--- src/rtl/sram_mem_ctrl_pkg.sv ---
// Shared types and constants for the memory-stage SRAM controller.
package sram_mem_ctrl_pkg;

  typedef enum logic [1:0] {
    ST_IDLE,
    ST_LOW,
    ST_HIGH,
    ST_DONE
  } state_t;

  localparam int ADDR_BASE_DEF = 1024;
  localparam int SRAM_DATA_W   = 16;
  localparam int SRAM_ADDR_W   = 18;
  localparam int WORD_ADDR_W   = SRAM_ADDR_W - 1;
  localparam int CNT_W         = 3;

endpackage

--- src/rtl/sram_mem_ctrl_wait_counter.sv ---
// Per-phase wait counter: counts the cycles of one half-word SRAM access.
module sram_wait_counter
  import sram_mem_ctrl_pkg::*;
#(
  parameter int SRAM_WAIT = 1
) (
  input  logic             clk,
  input  logic             rst,
  input  logic             clr,
  input  logic             en,
  output logic [CNT_W-1:0] count,
  output logic             last
);

  localparam logic [CNT_W-1:0] LAST_CNT = CNT_W'(SRAM_WAIT);

  always_ff @(posedge clk) begin
    if (rst || clr) begin
      count <= '0;
    end else if (en) begin
      count <= count + 1'b1;
    end
  end

  assign last = (count == LAST_CNT);

endmodule

--- src/rtl/sram_mem_ctrl.sv ---
// Memory-stage controller: each 32-bit load/store becomes two 16-bit SRAM accesses.
// Optional build macro MEM_ALIGN_CHECK_EN enables misaligned-request detection.
module sram_mem_ctrl
  import sram_mem_ctrl_pkg::*;
#(
  parameter int SRAM_WAIT = 1,
  parameter int ADDR_BASE = ADDR_BASE_DEF
) (
  input  logic                   clk,
  input  logic                   rst,
  input  logic                   WB_EN_In,
  input  logic                   MEM_R_EN_In,
  input  logic                   MEM_W_EN_In,
  input  logic [3:0]             Dest_In,
  input  logic [31:0]            ALU_Res,
  input  logic [31:0]            Val_Rm,
  output logic                   WB_EN_Out,
  output logic                   MEM_R_EN_Out,
  output logic [3:0]             Dest_Out,
  output logic [31:0]            ALU_Res_Out,
  output logic [31:0]            Mem_Read_Value,
  output logic                   ready,
  output logic                   align_err,
  output logic [SRAM_ADDR_W-1:0] sram_addr,
  output logic [SRAM_DATA_W-1:0] sram_dq_out,
  input  logic [SRAM_DATA_W-1:0] sram_dq_in,
  output logic                   sram_dq_oe,
  output logic                   sram_we_n
);

  localparam logic [CNT_W-1:0] HOLD_CNT = CNT_W'(SRAM_WAIT - 1);

  state_t                 state;
  logic                   mem_req;
  logic                   is_wr;
  logic                   cnt_en;
  logic                   cnt_clr;
  logic                   cnt_last;
  logic [CNT_W-1:0]       cnt;
  logic [WORD_ADDR_W-1:0] word_addr;

  assign mem_req   = MEM_R_EN_In | MEM_W_EN_In;
  assign is_wr     = MEM_W_EN_In;
  assign word_addr = WORD_ADDR_W'((ALU_Res - 32'(ADDR_BASE)) >> 2);

  // Freeze starts combinationally in the request cycle and lifts in DONE.
  assign ready        = ~(mem_req & (state != ST_DONE));
  assign WB_EN_Out    = WB_EN_In & ready;
  assign MEM_R_EN_Out = MEM_R_EN_In & ~MEM_W_EN_In;
  assign Dest_Out     = Dest_In;
  assign ALU_Res_Out  = ALU_Res;

  assign cnt_en  = (state == ST_LOW) || (state == ST_HIGH);
  assign cnt_clr = ~cnt_en | cnt_last;

  sram_wait_counter #(
    .SRAM_WAIT (SRAM_WAIT)
  ) u_wait_cnt (
    .clk   (clk),
    .rst   (rst),
    .clr   (cnt_clr),
    .en    (cnt_en),
    .count (cnt),
    .last  (cnt_last)
  );

`ifdef MEM_ALIGN_CHECK_EN
  logic align_err_q;
  logic misaligned;
  assign misaligned = |ALU_Res[1:0];
  assign align_err  = align_err_q;
`else
  assign align_err = 1'b0;
`endif

  // SRAM strobes are registered from the transition being taken, so they
  // line up with the state they belong to.
  always_ff @(posedge clk) begin
    if (rst) begin
      state          <= ST_IDLE;
      sram_addr      <= '0;
      sram_dq_out    <= '0;
      sram_dq_oe     <= 1'b0;
      sram_we_n      <= 1'b1;
      Mem_Read_Value <= '0;
`ifdef MEM_ALIGN_CHECK_EN
      align_err_q    <= 1'b0;
`endif
    end else begin
      case (state)
        ST_IDLE: begin
          if (mem_req) begin
`ifdef MEM_ALIGN_CHECK_EN
            if (misaligned) begin
              state       <= ST_DONE;
              align_err_q <= 1'b1;
              if (!is_wr) Mem_Read_Value <= '0;
            end else
`endif
            begin
              state       <= ST_LOW;
              sram_addr   <= {word_addr, 1'b0};
              sram_dq_out <= is_wr ? Val_Rm[15:0] : '0;
              sram_dq_oe  <= is_wr;
              sram_we_n   <= ~is_wr;
            end
          end
        end
        ST_LOW: begin
          if (cnt_last) begin
            state       <= ST_HIGH;
            sram_addr   <= {word_addr, 1'b1};
            sram_dq_out <= is_wr ? Val_Rm[31:16] : '0;
            sram_we_n   <= ~is_wr;
            if (!is_wr) Mem_Read_Value[15:0] <= sram_dq_in;
          end else if (cnt == HOLD_CNT) begin
            sram_we_n <= 1'b1;
          end
        end
        ST_HIGH: begin
          if (cnt_last) begin
            state       <= ST_DONE;
            sram_addr   <= '0;
            sram_dq_out <= '0;
            sram_dq_oe  <= 1'b0;
            sram_we_n   <= 1'b1;
            if (!is_wr) Mem_Read_Value[31:16] <= sram_dq_in;
          end else if (cnt == HOLD_CNT) begin
            sram_we_n <= 1'b1;
          end
        end
        ST_DONE: state <= ST_IDLE;
        default: state <= ST_IDLE;
      endcase
    end
  end

endmodule

--- config.mk ---
export PLATFORM = sky130hd
export DESIGN_NAME = sram_mem_ctrl
export DESIGN_NICKNAME = d
export VERILOG_FILES = /design/src/rtl/sram_mem_ctrl_pkg.sv /design/src/rtl/sram_mem_ctrl_wait_counter.sv /design/src/rtl/sram_mem_ctrl.sv
export SDC_FILE = /design/constraint.sdc
export NUM_CORES = 1
export LEC_CHECK = 0
export BUFFER_PORTS_ARGS = -buffer_cell sky130_fd_sc_hd__clkbuf_2
export CAP_MARGIN = 20
export CORE_MARGIN = 8
export CORE_UTILIZATION = 30
export DETAILED_ROUTE_END_ITERATION = 6
export PLACE_DENSITY = 0.58
export SLEW_MARGIN = 10
export SYNTH_ARGS = -nofsm -noshare
export SYNTH_HDL_FRONTEND = slang
export SYNTH_HIERARCHICAL = 1
export SYNTH_SLANG_ARGS = --single-unit
--- constraint.sdc ---
create_clock -name clk -period 5.3 [get_ports clk]
set_clock_uncertainty 0.05 [all_clocks]
set_input_delay 0.265 -clock clk [delete_from_list [all_inputs] [get_ports clk]]
set_output_delay 0.265 -clock clk [all_outputs]
set_load 0.005 [all_outputs]
# Word-level counts from Yosys, hierarchy flattened
# Cells that the tools add are included.
[totals]
regBits = 73
in_bits = 89
out_inout_bits = 108
word_cells = 60
[classes]
add_sub_neg = 2
eq_ne = 8
n_mux = 22
n_bitwise = 8
reduce_logical = 12
[op_table]
columns = ["op", "count"]
rows = [
  ["$mux 16", 5],
  ["$mux 18", 3],
  ["$pmux 18 s3", 1],
  ["$pmux 16 s3", 1],
  ["$sub 19x11->19 const B", 1],
  ["$reduce_and 3->1", 4],
  ["$ne 2x2->1 const B", 4],
  ["$pmux 2 s4", 1],
  ["$mux 1", 6],
  ["$mux 2", 3],
  ["$eq 2x2->1 const B", 2],
  ["$reduce_and 4->1", 1],
  ["$add 3x1->3 const B", 1],
  ["$and 1x1->1", 3],
  ["$eq 3x1->1 const B", 1],
  ["$logic_not 3->1", 1],
  ["$not 1->1", 3],
  ["$pmux 1 s3", 1],
  ["$reduce_bool 3->1", 1],
  ["$eq 2x1->1 const B", 1],
  ["$logic_not 2->1", 1],
  ["$logic_or 1x1->1", 2],
  ["$or 1x1->1", 2],
  ["$pmux 1 s2", 1],
  ["other kinds (2)", 2],
]

# Logic depth before layout (Yosys ltp)
# Gate-level depths: netlist of the first run.
[depth]
word_depth = 5
mapped_depth = 9
mapped_depth_nobuf = 7

# Modules after synthesis
# Netlist of the first run, hierarchy kept.
[by_module_without_submodules]
columns = ["mod", "n_inst", "cells_per_inst", "area_each_um2"]
rows = [
  ["sram_mem_ctrl", 1, 396, 3283.1],
  ["sram_wait_counter", 1, 14, 147.6],
]

# Least setup slack after synthesis of the first run
# OpenSTA, ideal clock, no wires.
[synth_path]
path_type = "reg-to-reg"
from = "register u_wait_cnt.count[0]"
to = "register sram_addr[9]"
setup_time_ps = 128
arrival_time_ps = 1757
required_time_ps = 5122
setup_slack_ps = 3365
path_stages_with_launch = 9
period_less_slack_ps = 1935
path_cell_list = "dfxtp_1 ha_1 nor2b_1 o21ba_4 or3_1 buf_4 buf_6 a22oi_1 nor2_1"
[synth_via]
elab_chain_len = 3
[synth_rtl]
columns = ["element", "line", "text"]
rows = [
  ["start, declared", "sram_mem_ctrl_wait_counter.sv:11", "output logic [CNT_W-1:0] count,"],
  ["start signal, assigned", "sram_mem_ctrl_wait_counter.sv:21", "count <= count + 1'b1;"],
  ["$eq 3x1->1 *", "sram_mem_ctrl_wait_counter.sv:25", "assign last = (count == LAST_CNT);"],
  ["net cnt_last", "sram_mem_ctrl.sv:38", "logic cnt_last;"],
  ["$ne 2x2->1 (no source line)", "-", ""],
  ["$reduce_and 4->1 (no source line) *", "-", ""],
  ["end signal, assigned", "sram_mem_ctrl.sv:102", "sram_addr <= {word_addr, 1'b0};"],
  ["end signal, assigned", "sram_mem_ctrl.sv:112", "sram_addr <= {word_addr, 1'b1};"],
  ["end, declared", "sram_mem_ctrl.sv:24", "output logic [SRAM_ADDR_W-1:0] sram_addr,"],
]
# The timed path passes the listed nets; every way through them passes the cells marked *.
# A chain may end at the register's enable or synchronous reset.

# Worst setup path in the final report of the first run
[layout_path]
from = "register state[0]"
to = "register sram_addr[16]"
[layout_via]
elab_chain_len = 3
[layout_rtl]
columns = ["element", "line", "text"]
rows = [
  ["start, declared", "sram_mem_ctrl.sv:33", "state_t state;"],
  ["start signal, assigned", "sram_mem_ctrl.sv:80", "state <= ST_IDLE;"],
  ["start signal, assigned", "sram_mem_ctrl.sv:101", "state <= ST_LOW;"],
  ["start signal, assigned", "sram_mem_ctrl.sv:111", "state <= ST_HIGH;"],
  ["$eq 2x2->1, or another cell as far along", "sram_mem_ctrl.sv:90", "case (state)"],
  ["$ne 2x2->1 (no source line) or $reduce_bool 3->1 (tied branches)", "-", ""],
  ["$reduce_and 4->1 (no source line)", "-", ""],
]
# Several ways; a longest one is shown, not always the timed one.

==> results of run 1 <==
## state kept, by name, indices dropped and copies added (netlist names)
signal and flops:
sram_we_n 1, state 2, sram_dq_out 16, u_wait_cnt/count 3, sram_dq_oe 1, Mem_Read_Value 32, sram_addr 18
## worst max-delay path, stage by stage (launching register included)
cell                        delay (ns)
sky130_fd_sc_hd__dfxtp_1          0.41
sky130_fd_sc_hd__inv_1            0.11
sky130_fd_sc_hd__ha_1             0.48
sky130_fd_sc_hd__a2111oi_4        0.95
sky130_fd_sc_hd__nand2b_1         0.22
sky130_fd_sc_hd__o21ai_0          0.20
## cell usage after synthesis, types with 2 or more instances
| cell type | count | area, sq um |
|---|---|---|
| sky130_fd_sc_hd__nand2_1 | 84 | 315.3 |
| sky130_fd_sc_hd__dfxtp_1 | 73 | 1461 |
| sky130_fd_sc_hd__a21oi_1 | 50 | 250.2 |
| sky130_fd_sc_hd__buf_4 | 38 | 285.3 |
| sky130_fd_sc_hd__nor2_1 | 19 | 71.32 |
| sky130_fd_sc_hd__a22o_1 | 17 | 148.9 |
| sky130_fd_sc_hd__nand3_1 | 16 | 80.08 |
| sky130_fd_sc_hd__clkbuf_1 | 15 | 56.30 |
| sky130_fd_sc_hd__a22oi_1 | 14 | 105.1 |
| sky130_fd_sc_hd__ha_1 | 9 | 112.6 |
| sky130_fd_sc_hd__inv_1 | 9 | 33.78 |
| sky130_fd_sc_hd__xnor2_1 | 6 | 52.55 |
| sky130_fd_sc_hd__buf_2 | 5 | 25.02 |
| sky130_fd_sc_hd__nand3b_1 | 5 | 37.54 |
| sky130_fd_sc_hd__nor3_1 | 5 | 25.02 |
| sky130_fd_sc_hd__o21ai_0 | 5 | 25.02 |
| sky130_fd_sc_hd__buf_6 | 4 | 45.04 |
| sky130_fd_sc_hd__or3_1 | 4 | 25.02 |
| sky130_fd_sc_hd__nor2b_1 | 3 | 18.77 |
| sky130_fd_sc_hd__nor3_2 | 3 | 30.03 |
| sky130_fd_sc_hd__and2_1 | 2 | 12.51 |
| sky130_fd_sc_hd__nand2b_1 | 2 | 12.51 |
| sky130_fd_sc_hd__nor4_1 | 2 | 12.51 |
| sky130_fd_sc_hd__xor2_1 | 2 | 17.52 |
## how the worst max path moves through the flow
| stage | from | endpoint | slack [ns] | cells past startpoint |
|---|---|---|---|---|
| 5_1_grt | state[0] | sram_addr[16] | 2.65 | 5 |
| 4_1_cts | state[0] | sram_addr[16] | 2.80 | 5 |
| 3_5_place_dp | state[0] | sram_addr[16] | 2.82 | 5 |
| 3_3_place_gp | MEM_W_EN_In | sram_addr[1] | 2.77 | 5 |
| 6_report | state[0] | sram_addr[16] | 2.80 | 5 |
| 2_1_floorplan | u_wait_cnt/count[0] | sram_addr[9] | 3.37 | 8 |
## where the power goes
| part | total, mW | switching [mW] | internal, mW |
|---|---|---|---|
| Combinational | 0.894 | 0.523 | 0.371 |
| Clock | 0.653 | 0.239 | 0.414 |
| Sequential | 0.726 | 0.0673 | 0.658 |
## layout by cell type (no fill, tap or decap), types with 14 or more instances in the layout
master,netlist,final
sky130_fd_sc_hd__nand3_1,16,16
sky130_fd_sc_hd__a22o_1,17,17
sky130_fd_sc_hd__clkbuf_2,1,157
sky130_fd_sc_hd__a21oi_1,50,50
sky130_fd_sc_hd__dfxtp_1,73,73
sky130_fd_sc_hd__a22oi_1,14,14
sky130_fd_sc_hd__nand2_1,84,84
sky130_fd_sc_hd__nor2_1,19,19
## layer usage
metal / global-route usage [%] / share of wire, % / vias up
met5: 0 / 0 / -
met4: 4.722 / 1.3 / 0
met3: 6.438 / 12 / 14
met2: 21.03 / 45 / 160
met1: 15.58 / 42 / 1446
li1: - / - / 1578
## kinds of logic after synthesis
kind of cell    synth area share, %
mux                          0.2918
flops                         42.60
other cells                  0.1093
xor+xnor                      2.042
compound gates                18.34
buf+inv                       13.24
fa+ha+maj                     3.282
simple gates                  20.10
## metrics by stage
stage               utilization, %  area, sq um  cells  hold slack [ns]  power [mW]
finish                       38.65         4357    668           0.1169       2.273
global route                 38.63         4354    667           0.1101       2.416
CTS                          38.46         4335    665           0.1014       2.290
detailed placement           35.61         4014    649           0.3977       1.627
global placement             35.36         3986    648           0.3908       1.567
floorplan                        -         3431    410           0.2878       1.359
## area by class of cell
cell class	instances	area share, %
diodes	1	0.05744
clock buffers	10	5.256
clock inverters	6	2.125
inverters	10	0.8616
multi-input cells	264	34.78
flip-flops and latches	73	33.54
well taps	143	4.107
repair buffers	161	19.27
==> metrics.log, run 1 <==
INFO  metric placeableCoreArea = 11,270 sq um
INFO  metric static-leakage-power = 1.906 nW
INFO  metric gp_congestion = 0.7492
INFO  metric syn-num-nets = 508
INFO  metric num_io_pins = 197
INFO  metric min_from = sram_dq_in[11]
INFO  metric detail_route.drc_violations = 0
INFO  metric vdd_drop_max = 0.2497 mV
INFO  metric r2r_start = state[0]
INFO  metric worstRegToRegCells = 5
INFO  metric grt_start_max_net_pins = 42
INFO  metric via_count = 3,198
INFO  metric post-cts-setup-buffers = 0
INFO  metric grt_overflow_total = 0
INFO  metric postSynthRegisterBits = 73
INFO  metric fin_crit_sh = 47.19%
INFO  metric final_max_slew_viol_count = 0
INFO  metric cp_max_fo = 14
INFO  metric number_of_global_route_vias_before_repair = 3,182
INFO  metric synth_enable_flop_cells = 0
INFO  metric critical_path.startpoint_type = flip-flop
INFO  metric route.detailed.wl_per_inst = 15.85 um
INFO  metric r2r_setup_slack = 2.80 ns
INFO  metric slew_headroom = 30.61%
INFO  metric num-fill-cells = 1,169
INFO  metric tns = 0 ns
INFO  metric min_path_type = input pin to flip-flop
INFO  metric multi_input_comb_area = 1515 sq um
INFO  metric critical_path_class = flip-flop to flip-flop
INFO  metric clk_pin_slew_worst_paths = 0.06 ns
INFO  metric ctsRootBufferMaster = sky130_fd_sc_hd__clkbuf_16
INFO  metric areaGrowthSynthToFinish = 26.99%
INFO  metric dieArea = 15,110 sq um
INFO  metric synth.yosys.warnings = 6
INFO  metric post_synth_inst_count = 410
INFO  metric r2r_end = sram_addr[16]
INFO  metric prevailing_post_synth_register_cell = sky130_fd_sc_hd__dfxtp_1
INFO  metric rsz0062_at_grt = false
INFO  metric total_number_of_nets_in_the_final_design = 617
INFO  metric post_synth_instance_area = 3431 sq um
INFO  metric globalRouteTotalUtil = 13.37%
INFO  metric drt_pre_antenna_iters = 4
INFO  metric cp_data_required_time = 5.51 ns
INFO  metric detailedRoute.firstIterationViolations = 206
INFO  metric cts-htree-levels = 3
INFO  metric portBuffers = 157
INFO  metric post_synth_arst_share = 0%
INFO  metric clock_path_buffers = 2
INFO  metric cp-end-kind = flip-flop
INFO  metric syn-mean-instance-area = 8.368 sq um
INFO  metric place.detailed.hpwl = 8102 um
INFO  metric count_of_hold_buffers_inserted_by_post_cts_repair = 0
INFO  metric worstMarginPinSlew = 1.035 ns
INFO  metric tritoncts_clock_tree = built
INFO  metric cts_buffers = 9
INFO  metric maxClockFrequency = 0.3998 GHz
INFO  metric floorplan.die.height = 122.9 um
INFO  metric final_period_minus_worst_setup_slack = 2.501 ns
INFO  metric final.setup.worst_slack = 2.799 ns
INFO  metric seq_area_frac_synth = 42.60%
INFO  metric detail_route.vias_per_cell = 4.787
INFO  metric hold_viol_final = 0
INFO  metric totalWireLength = 10,590 um
INFO  metric status = finished, final reports clean
INFO  metric regArea = 1461 sq um
INFO  metric drt.antenna.violating_nets = 0
INFO  metric post-place-ws = 2.821 ns
INFO  metric worstSkewPairLatency = 0.33 ns
INFO  metric p_per_area = 521.7 nW/um^2
INFO  metric grt_pass1_wl = 15,900 um
INFO  metric arrival = 2.71 ns
INFO  metric postCtsResizedCells = 0
INFO  metric numClockSinks = 73
INFO  metric num_rows = 39
INFO  metric post_route_cells_drive_above_1_share = 35.11%
INFO  metric initial_core_util = 30.44%
INFO  metric grt_antenna_before_repair = 0
INFO  metric die_w = 122.9 um
INFO  metric min_to = Mem_Read_Value[27]
INFO  metric timing.max_cap.violations = 0
INFO  metric worstHoldPathCells = 3
INFO  metric setup-violations-final = 0
INFO  metric yosys_cell_types = 42
(Power assumes the default switching activity.)
==> inputs of run 2 (changes only) <==
Settings changed: ABC_AREA from default to 1, PLACE_DENSITY 0.58 to 0.6.
Clock period 5.3 ns to 2.15 ns, I/O delays scaled along.
==> metrics.log, run 2 <==
INFO  metric synth_top_family_by_area = simple AND/OR/NAND/NOR gates (unchanged)
INFO  metric postCtsResizedCells = 0 (unchanged)
INFO  metric initial_core_util = 30.89% (was 30.44%)
INFO  metric cts_buffers = 9 (unchanged)
INFO  metric layout.cell_area.non_filler = 4723 sq um (was 4357 sq um)
INFO  metric detailedRoute.firstIterationViolations = 190 (was 206)
INFO  metric cp_max_fo = 19 (was 14)
INFO  metric rsz0062_at_grt = false (unchanged)
INFO  metric die_w = 124.9 um (was 122.9 um)
INFO  metric syn-mean-instance-area = 7.274 sq um (was 8.368 sq um)
INFO  metric p_per_area = 1117 nW/um^2 (was 521.7 nW/um^2)
INFO  metric detail_route.drc_violations = 0 (unchanged)
INFO  metric timing.max_cap.violations = 0 (unchanged)
INFO  metric prevailing_post_synth_register_cell = sky130_fd_sc_hd__dfxtp_1 (unchanged)
INFO  metric yosys.area_share.xor_xnor = 0.7387% (was 2.042%)
INFO  metric hold-worst-slack = 0.07486 ns (was 0.1169 ns)
INFO  metric post_synth_inst_count = 489 (was 410)
INFO  metric cp_launch_point = u_wait_cnt/count[0] (was state[0])
INFO  metric seq_area_frac_synth = 41.08% (was 42.60%)
INFO  metric vdd_drop_max = 0.3360 mV (was 0.2497 mV)
INFO  metric min_path_type = input pin to flip-flop (unchanged)
INFO  metric grt_start_max_net_pins = 38 (was 42)
INFO  metric synth_adder_area_share = 3.166% (was 3.282%)
INFO  metric post_route_cells_drive_above_1_share = 33.59% (was 35.11%)
INFO  metric drt_pre_antenna_iters = 4 (unchanged)
INFO  metric synth_enable_flop_cells = 0 (unchanged)
INFO  metric synth.yosys.warnings = 6 (unchanged)
INFO  metric yosys_cell_types = 32 (was 42)
INFO  metric cts-htree-levels = 3 (unchanged)
INFO  metric post-cts-setup-buffers = 0 (unchanged)
INFO  metric floorplan.die.height = 124.9 um (was 122.9 um)
INFO  metric most_repeated_cell_in_the_gate_level_netlist_after_synthesis = sky130_fd_sc_hd__nand2_1 (unchanged)
INFO  metric tns = 0 ns (unchanged)
INFO  metric placeableCoreArea = 11,520 sq um (was 11,270 sq um)
INFO  metric r2r_start = u_wait_cnt/count[0] (was state[0])
INFO  metric largest_register_ff_count = 32 (unchanged)
INFO  metric portBuffers = 157 (unchanged)
INFO  metric critical_path.startpoint_type = flip-flop (unchanged)
INFO  metric synthSimpleGateAreaFrac = 26.03% (was 20.09%)
INFO  metric final_max_slew_viol_count = 0 (unchanged)
INFO  metric number_of_global_route_vias_before_repair = 3,641 (was 3,182)
INFO  metric setup-violations-final = 0 (unchanged)
INFO  metric via_count = 3,581 (was 3,198)
INFO  metric post_synth_instance_area = 3557 sq um (was 3431 sq um)
INFO  metric fin_crit_sh = 86.97% (was 47.19%)
INFO  metric cp_data_required_time = 2.30 ns (was 5.51 ns)
INFO  metric maxClockFrequency = 0.5348 GHz (was 0.3998 GHz)
INFO  metric total_number_of_nets_in_the_final_design = 731 (was 617)
INFO  metric synth.cells.most_frequent = 98 x sky130_fd_sc_hd__nand2_1, 86 x sky130_fd_sc_hd__nor2_1, 73 x sky130_fd_sc_hd__dfxtp_1 (was 84 x sky130_fd_sc_hd__nand2_1, 73 x sky130_fd_sc_hd__dfxtp_1, 50 x sky130_fd_sc_hd__a21oi_1)
INFO  metric grt_pass1_wl = 18,110 um (was 15,900 um)
INFO  metric cp-end-kind = flip-flop (unchanged)
INFO  metric arrival = 2.02 ns (was 2.71 ns)
INFO  metric num_io_pins = 197 (unchanged)
INFO  metric areaGrowthSynthToFinish = 32.78% (was 26.99%)
INFO  metric worstSkewPairLatency = 0.32 ns (was 0.33 ns)
INFO  metric num-fill-cells = 1,217 (was 1,169)
INFO  metric placedInstanceArea = 4217 sq um (was 4014 sq um)
INFO  metric hold_viol_final = 0 (unchanged)
INFO  metric post_synth_arst_share = 0% (unchanged)
INFO  metric gp_congestion = 0.8125 (was 0.7492)
INFO  metric max_flop_register = Mem_Read_Value (unchanged)
INFO  metric largest_registers = Mem_Read_Value (32), sram_addr (18), sram_dq_out (16) (unchanged)
INFO  metric place.detailed.hpwl = 8421 um (was 8102 um)
INFO  metric multi_input_comb_area = 1614 sq um (was 1515 sq um)
INFO  metric synth_top_cells_by_area = sky130_fd_sc_hd__dfxtp_1 41%, sky130_fd_sc_hd__nand2_1 10%, sky130_fd_sc_hd__nor2_1 9.1% (was sky130_fd_sc_hd__dfxtp_1 43%, sky130_fd_sc_hd__nand2_1 9.2%, sky130_fd_sc_hd__buf_4 8.3%)
INFO  metric layout_commonest_cell = sky130_fd_sc_hd__clkbuf_2 (unchanged)
INFO  metric synth_compound_gate_area_share = 15.34% (was 18.34%)
INFO  metric numClockSinks = 73 (unchanged)
INFO  metric dieArea = 15,600 sq um (was 15,110 sq um)
INFO  metric detail_route.vias_per_cell = 4.585 (was 4.787)
INFO  metric syn-num-nets = 587 (was 508)
INFO  metric num_rows = 39 (unchanged)
INFO  metric clock_path_buffers = 2 (unchanged)
INFO  metric clk_pin_slew_worst_paths = 0.06 ns (about the same)
INFO  metric yosysTopAreaCell = sky130_fd_sc_hd__dfxtp_1 (unchanged)
INFO  metric post-synth-top-area-fraction = 41.08% (was 42.60%)
INFO  metric grt_overflow_total = 0 (unchanged)
INFO  metric route.detailed.wl_per_inst = 14.57 um (was 15.85 um)
INFO  metric min_from = rst (was sram_dq_in[11])
INFO  metric static-leakage-power = 2.298 nW (was 1.906 nW)
INFO  metric postSynthRegisterBits = 73 (unchanged)
INFO  metric critical_path_class = flip-flop to flip-flop (unchanged)
INFO  metric final_period_minus_worst_setup_slack = 1.870 ns (was 2.501 ns)
INFO  metric tritoncts_clock_tree = built (unchanged)
INFO  metric totalWireLength = 11,380 um (was 10,590 um)
INFO  metric total_power_of_the_final_layout = 5.274 mW (was 2.273 mW)
INFO  metric grt_antenna_before_repair = 4 (was 0)
INFO  metric layout.cells.most_common_list = 157 x sky130_fd_sc_hd__clkbuf_2, 98 x sky130_fd_sc_hd__nand2_1, 86 x sky130_fd_sc_hd__nor2_1 (was 157 x sky130_fd_sc_hd__clkbuf_2, 84 x sky130_fd_sc_hd__nand2_1, 73 x sky130_fd_sc_hd__dfxtp_1)
INFO  metric muxShareOfSynthArea = 0% (was 0.2918%)
INFO  metric regArea = 1461 sq um (unchanged)
INFO  metric drt.antenna.violating_nets = 0 (unchanged)
INFO  metric ctsRootBufferMaster = sky130_fd_sc_hd__clkbuf_16 (unchanged)
INFO  metric globalRouteTotalUtil = 14.02% (was 13.37%)
INFO  metric status = finished, final reports clean (unchanged)
==> run 2: changes by cell type in the layout (fill, tap and decap cells not counted), moves of 5 or more <==
cell                            delta
sky130_fd_sc_hd__o21ai_0          +30
sky130_fd_sc_hd__nand3b_1          -5
sky130_fd_sc_hd__o21ai_1          +10
sky130_fd_sc_hd__a22o_1           -17
sky130_fd_sc_hd__nand2_2           +9
sky130_fd_sc_hd__dlygate4sd3_1    +24
sky130_fd_sc_hd__inv_1             +7
sky130_fd_sc_hd__buf_4            +10
sky130_fd_sc_hd__a21oi_1          -12
sky130_fd_sc_hd__a22oi_1          -14
sky130_fd_sc_hd__nand2_1          +14
sky130_fd_sc_hd__nor2_1           +67
sky130_fd_sc_hd__inv_2             +6
sky130_fd_sc_hd__a21oi_2          +10
==> run 2: layout make-up <==
type | count | area share (%)
inverter | 23 | 1.828
multi-input combinational | 333 | 34.17
sequential | 73 | 30.94
clock inverter | 3 | 0.3709
timing repair buffer | 193 | 23.63
clock buffer | 12 | 5.219
antenna | 1 | 0.05298
tap | 143 | 3.788
==> run 2: timing repair <==
action	CTS	global route
setup endpoints to repair	0	0
hold buffers	24	0
endpoints found under the hold margin	39	0
==> run 2: worst max-delay path: stages, from the launching register on <==
cell	delay, ns
sky130_fd_sc_hd__dfxtp_1	0.41
sky130_fd_sc_hd__ha_1	0.17
sky130_fd_sc_hd__inv_1	0.03
sky130_fd_sc_hd__nor2_1	0.18
sky130_fd_sc_hd__inv_2	0.11
sky130_fd_sc_hd__o21ai_2	0.10
sky130_fd_sc_hd__nand3_4	0.15
sky130_fd_sc_hd__inv_2	0.28
sky130_fd_sc_hd__o21ai_0	0.13
sky130_fd_sc_hd__o21ai_0	0.09
sky130_fd_sc_hd__nor2_1	0.05
==> run 2: worst paths after layout <==
path | endpoint | slack, ns | cells after the start
worst min register to register | sram_addr[4] | 0.42 | 2
worst max-delay path | sram_dq_out[9] | 0.28 | 10
worst min-delay path | sram_addr[0] | 0.07 | 4
worst max register to register | sram_dq_out[9] | 0.28 | 10
==> run 2: routing by layer <==
metal  global-route usage [%]  routed length, um  up-vias
li1                         -                  -     1822
met1                    15.64               4767     1607
met2                    22.73               5231      122
met3                    6.892               1155       24
met4                    4.943                187        6
met5                        0                 35        -
==> run 2: stage by stage <==
| stage | cells | setup WS (ns) | util [%] |
|---|---|---|---|
| 3_3_place_gp | 741 | 0.3453 | 36.61 |
| 2_1_floorplan | 489 | 0.2664 | - |
| 3_5_place_dp | 741 | 0.2736 | 36.61 |
| 4_1_cts | 780 | 0.2569 | 40.99 |
| 5_1_grt | 781 | 0.1184 | 41.01 |
| 6_report | 781 | 0.2801 | 41.01 |
==> run 2: logic make-up after synthesis <==
family | Yosys count
compound gates | 99
buf+inv | 83
fa+ha+maj | 9
other cells | 1
xor+xnor | 3
flops | 73
simple gates | 221
==> run 2: where the power goes <==
| group | internal [mW] | total, mW | leakage (nW) | switching, mW |
|---|---|---|---|---|
| registers | 1.63 | 1.80 | 0.594 | 0.169 |
| logic | 0.794 | 2.12 | 1.58 | 1.33 |
| clock network | 0.802 | 1.35 | 0.128 | 0.546 |
